`src/rtl/dff_pipe_en.sv`:
```
// ============================================================================
// Module      : dff_pipe_en
// Description : DEPTH-stage WIDTH-bit register pipeline with per-stage valids,
//               valid/ready flow control, bubble collapsing, hold and flush.
// Revision    : 1.0 - initial release
// ============================================================================
`default_nettype none

module dff_pipe_en #(
  parameter  int WIDTH = 8,
  parameter  int DEPTH = 4,
  localparam int CW    = $clog2(DEPTH + 1)
) (
  input  logic             clk,
  input  logic             rst,
  input  logic             en,
  input  logic             flush,
  input  logic             in_valid,
  output logic             in_ready,
  input  logic [WIDTH-1:0] in_data,
  output logic             out_valid,
  input  logic             out_ready,
  output logic [WIDTH-1:0] out_data,
  output logic [CW-1:0]    count
);

  logic [DEPTH-1:0] valid_q, valid_d;
  logic [WIDTH-1:0] data_q [DEPTH];
  logic [WIDTH-1:0] data_d [DEPTH];
  logic [CW-1:0]    count_q, count_d;

  logic             w_en;
  logic [DEPTH-1:0] w_adv;
  logic             w_in_xfer;
  logic             w_out_xfer;

  // Reset forces the pipeline into hold so in_ready stays low while rst is low.
  assign w_en = en & rst;

  // A valid stage is stuck only when it and every stage after it are valid
  // and the output is blocked; otherwise the chain in front of it moves.
  always_comb begin : p_adv
    logic tail_full;
    tail_full = 1'b1;
    w_adv     = '0;
    for (int i = DEPTH - 1; i >= 0; i--) begin
      tail_full = tail_full & valid_q[i];
      w_adv[i]  = w_en & valid_q[i] & (out_ready | ~tail_full);
    end
  end

  assign in_ready   = w_en & ~flush & (~valid_q[0] | w_adv[0]);
  assign w_in_xfer  = in_valid & in_ready;
  assign w_out_xfer = w_adv[DEPTH-1];

  always_comb begin
    valid_d = valid_q;
    data_d  = data_q;
    count_d = count_q;
    if (flush) begin
      valid_d = '0;
      count_d = '0;
      for (int i = 0; i < DEPTH; i++) begin
        data_d[i] = '0;
      end
    end else if (w_en) begin
      if (w_in_xfer) begin
        valid_d[0] = 1'b1;
        data_d[0]  = in_data;
      end else if (w_adv[0]) begin
        valid_d[0] = 1'b0;
      end
      for (int i = 1; i < DEPTH; i++) begin
        if (w_adv[i-1]) begin
          valid_d[i] = 1'b1;
          data_d[i]  = data_q[i-1];
        end else if (w_adv[i]) begin
          valid_d[i] = 1'b0;
        end
      end
      case ({w_in_xfer, w_out_xfer})
        2'b10:   count_d = count_q + CW'(1);
        2'b01:   count_d = count_q - CW'(1);
        default: count_d = count_q;
      endcase
    end
  end

  always_ff @(posedge clk or negedge rst) begin
    if (!rst) begin
      valid_q <= '0;
      count_q <= '0;
      for (int i = 0; i < DEPTH; i++) begin
        data_q[i] <= '0;
      end
    end else begin
      valid_q <= valid_d;
      count_q <= count_d;
      for (int i = 0; i < DEPTH; i++) begin
        data_q[i] <= data_d[i];
      end
    end
  end

  assign out_valid = valid_q[DEPTH-1] & w_en;
  assign out_data  = data_q[DEPTH-1];
  assign count     = count_q;

endmodule

`default_nettype wire

```
`config.mk`:
```
export PLATFORM = sky130hd
export DESIGN_NAME = dff_pipe_en
export DESIGN_NICKNAME = d
export VERILOG_FILES = /design/src/rtl/dff_pipe_en.sv
export SDC_FILE = /design/constraint.sdc
export NUM_CORES = 1
export LEC_CHECK = 0
export BUFFER_PORTS_ARGS = -buffer_cell sky130_fd_sc_hd__buf_2
export CAP_MARGIN = 20
export CORE_ASPECT_RATIO = 0.75
export CORE_MARGIN = 5
export CORE_UTILIZATION = 51
export CTS_CLUSTER_SIZE = 40
export DETAILED_ROUTE_END_ITERATION = 12
export GPL_TIMING_DRIVEN = 0
export PLACE_DENSITY = 0.72
export SLEW_MARGIN = 30
export SYNTH_ARGS = -nofsm -noshare
export SYNTH_HDL_FRONTEND = slang
export SYNTH_SLANG_ARGS = --single-unit
```
`constraint.sdc`:
```
create_clock -name clk -period 1.6 [get_ports clk]
set_input_delay 0.16 -clock clk [delete_from_list [all_inputs] [get_ports clk]]
set_output_delay 0.16 -clock clk [all_outputs]
set_load 0.01 [all_outputs]
```
==> flow_summary.ini <==
[setup_path]
rr_endpoint = count[1]$_DFFE_PN0P_
worstReg2RegStart = valid_q[3]$_DFFE_PN0P_
critical_path_arrival_ps = 1800
regToRegSetupSlack_ps = -40
critical_path.endpoint = count[1]$_DFFE_PN0P_
critPathCaptureType = register
crit_fanout = 5
worstSetupStartpointType = register
crit_required_ps = 1760
crit_chain = buf_6, nand2_4, nor3_4, fa_1, and4b_1, a22oi_1, nand3_1
timing.reg2reg.worst_path_depth = 7
crit_path_top_delay_cell = sky130_fd_sc_hd__fa_1
timing.critical_path.from = valid_q[3]$_DFFE_PN0P_
setup.worst_path.class = reg2reg
critPathMaxStageDelay_ps = 420

[power_and_ir_drop]
p_int_w = 0.00137
power_frac_clock_pct = 35.3
leakage_nw = 1.21
powerDensity_mw_per_mm2 = 746
power.share.switching_pct = 23.9
power.switching_w = 0.000432
power.share.sequential_pct = 55.8
power.ir.vdd_worst_mv = 0.535
combPwrFrac_pct = 8.9
totalPowerFinal_w = 0.00180

[floorplan]
core.rowCount = 19
die_h_um = 64.4
design.portCount = 27
floorplan.die_area_mm2 = 0.00531
die_width_um = 82.5
start_util_pct = 53.9
floorplan.core_area_mm2 = 0.00373

[sta]
layout_min_cycle_time_ps = 1640
max-slew-margin-rel_pct = 69.2
report.final.setup_viol = 1
rsz0062_at_grt = yes
final_max_slew_viol_count = 0
max_freq_ghz = 0.610
layout_setup_ws_ps = -39.1
fin_worst_hold_slack_ps = 120
clock_skew_ps = 6.81
final_hold_viol_count = 0
period_utilisation_layout_pct = 102
tightest_slew_ps = 462

[logic_synthesis]
number_of_enable_type_register_cells_in_the_synthesized_netlist = 0
synth_cells = 186
synth.avg_cell_area_um2 = 10.8
synth.top_cell.area_share_pct = 48.5
yosysMostFrequentCell = sky130_fd_sc_hd__dfrtp_1
postSynth.topFlopCell = sky130_fd_sc_hd__dfrtp_1
synth_top_area_cells = sky130_fd_sc_hd__dfrtp_1 49%, sky130_fd_sc_hd__nand2b_1 8.1%, sky130_fd_sc_hd__mux2i_1 8.0%
synth.net_count = 201
synth.yosys.seq_area_share_pct = 48.5
yosysWarningCount = 0
synth_async_sr_flop_share_pct = 100
post_synth_instance_area_mm2 = 0.00201
synth-seq-cells = 39
synth_cell_type_count = 37
netlist_top_cells_count = 39 x sky130_fd_sc_hd__dfrtp_1, 26 x sky130_fd_sc_hd__nand2b_1, 16 x sky130_fd_sc_hd__mux2i_1
synth_largest_area_cell = sky130_fd_sc_hd__dfrtp_1

[place]
dpl.cell_count = 263
port_buffers = 25
placed_area_mm2 = 0.00223
last_weighted_congestion_value_of_the_routability_driven_placer = 0.823
dp_slack_ps = -1110
dp_hpwl_um = 2900

[routing]
routed_wire_length_per_instance_um = 15.2
dr_wl_met3_um = 174
drt_first_iter_violations = 94
detail_route.first_pass.iterations = 4
postRouteWirelength_um = 4210
post_drt_via_cell_ratio = 5.56
post_route_ant_nets = 0
top_signal_layer_used = met4
drcViolationCount = 0
detailroute.wirelength.met2_um = 2040
wirelength_met1_um = 1950
via_total_after_detailed_routing = 1546

[clock_network]
cts_made_buffers = 5
cts.reportedPaths.clkPinSlew_ps = 80
tritoncts = yes
cts_num_sinks = 39
cts.path.max_buffers = 2
insertion_delay_ps = 290
root_buffer = sky130_fd_sc_hd__clkbuf_8
cts-htree-levels = 2

[outcome]
failed_checks = negative setup slack
run_status = finished, violations left

[finish]
footprint_of_the_multi_input_gates_um2 = 942
final_layout_size_suffix_gt1_share_pct = 30.1
insertedDiodeCount = 0
finish.instance_area_mm2 = 0.00242
fillers = 313
area.growth.synth_to_final_pct = 20.2
layout.area.seq_um2 = 976
finish.net_count = 240
fin_cells = 278

[global_routing]
antenna_violations_before_repair = 0
globalRouteTotalUtil_pct = 17.6
grt_overflow_total = 0
largest_net_degree_at_the_start_of_global_routing = 40
grt_pass1_wl_um = 7180
number_of_global_route_vias_before_repair = 1477

[run]
max_cap_violations = 0

[hold_path]
min_path_type = in2reg
hold_path_startpoint = in_data[2]
==> routing by layer <==
| layer | track usage, % | up-vias |
|---|---|---|
| li1 | - | 748 |
| met1 | 24.7 | 760 |
| met2 | 27.0 | 31 |
| met3 | 4.21 | 7 |
| met4 | 4.90 | 0 |
| met5 | 0 | - |
==> cells in the final DEF (no fill, tap or decap), types with 2 or more instances in the layout <==
| cell type | Yosys | routed |
|---|---|---|
| sky130_fd_sc_hd__o211ai_1 | 2 | 2 |
| sky130_fd_sc_hd__buf_4 | 8 | 14 |
| sky130_fd_sc_hd__buf_6 | 2 | 2 |
| sky130_fd_sc_hd__clkbuf_8 | 0 | 6 |
| sky130_fd_sc_hd__o21ai_1 | 9 | 9 |
| sky130_fd_sc_hd__a22o_1 | 8 | 8 |
| sky130_fd_sc_hd__nor2_1 | 2 | 2 |
| sky130_fd_sc_hd__a211oi_2 | 0 | 2 |
| sky130_fd_sc_hd__nor2b_1 | 3 | 2 |
| sky130_fd_sc_hd__nand2b_1 | 26 | 26 |
| sky130_fd_sc_hd__nand3_1 | 15 | 15 |
| sky130_fd_sc_hd__buf_2 | 7 | 30 |
| sky130_fd_sc_hd__mux2i_1 | 16 | 16 |
| sky130_fd_sc_hd__buf_12 | 0 | 2 |
| sky130_fd_sc_hd__nand3b_1 | 2 | 2 |
| sky130_fd_sc_hd__a21oi_1 | 11 | 11 |
| sky130_fd_sc_hd__and3_1 | 2 | 2 |
| sky130_fd_sc_hd__nand4_1 | 3 | 3 |
| sky130_fd_sc_hd__clkbuf_1 | 4 | 4 |
| sky130_fd_sc_hd__dfrtp_1 | 39 | 39 |
| sky130_fd_sc_hd__and4b_1 | 2 | 2 |
| sky130_fd_sc_hd__and3b_1 | 2 | 2 |
| sky130_fd_sc_hd__a22oi_1 | 3 | 3 |
==> what timing repair did <==
item	4_1_cts	5_1_grt
setup buffers	4	1
hold endpoints to repair	39	0
setup endpoints to repair	31	3
pin swaps	4	3
hold buffers	2	0
resized for setup	6	3
==> registers in the layout, indices dropped and copies added, names as in the netlist <==
name	flops
count	3
valid_q	4
data_q	24
out_data	8
==> per-stage QoR <==
stage          util (%)  TNS [ps]
3_3_place_gp       59.9    -11250
5_1_grt            64.8      -145
6_report           64.8     -39.1
3_5_place_dp       59.9    -14770
4_1_cts            64.2     -78.6
2_1_floorplan         -     -45.4
==> cell families (layout without fill, tap and decap cells) <==
group                    after synthesis  in the layout  synth area share [%]
AND/OR/NAND/NOR                       67             67                  21.5
flip-flops                            39             39                  48.5
adder cells (fa/ha/maj)                1              1                 0.995
multiplexers                          16             16                  7.96
buffers and inverters                 21             61                  6.59
AO/OA/AOI/OAI                         42             42                  14.4
==> layout make-up <==
class / count / area share, %
plain buffers: 21 / 6.05
clock buffers: 7 / 3.16
clock inverters: 1 / 0.207
multi-input cells: 126 / 39.0
flip-flops and latches: 39 / 40.4
well taps: 52 / 2.69
repair buffers: 32 / 8.59
==> worst max-delay path: cells and delay by family, from the launching register on <==
kind / cells / cell delay, ps
buf+inv: 1 / 130
compound gates: 1 / 130
simple gates: 4 / 450
fa+ha+maj: 1 / 420
flops: 1 / 370
==> worst min path at each step <==
stage / end / depth (start not counted) / slack [ps]
6_report: data_q[26]$_DFFE_PN0P_ / 3 / 120
3_5_place_dp: out_data[0]$_DFFE_PN0P_ / 1 / 330
3_3_place_gp: out_data[7]$_DFFE_PN0P_ / 1 / 300
5_1_grt: data_q[26]$_DFFE_PN0P_ / 3 / 120
4_1_cts: data_q[24]$_DFFE_PN0P_ / 3 / 120
2_1_floorplan: count[0]$_DFFE_PN0P_ / 0 / -140
==> power groups by stage <==
stage | sequential, W | combinational (W) | clock [W]
4_1_cts | 0.00101 | 0.000161 | 0.000649
2_1_floorplan | 0.00103 | 0.0000819 | 0
3_3_place_gp | 0.00102 | 0.000139 | 0
6_report | 0.00101 | 0.000160 | 0.000637
3_5_place_dp | 0.00103 | 0.000146 | 0
5_1_grt | 0.00101 | 0.000178 | 0.000701
Note: power is estimated with default switching activity, not from simulation.
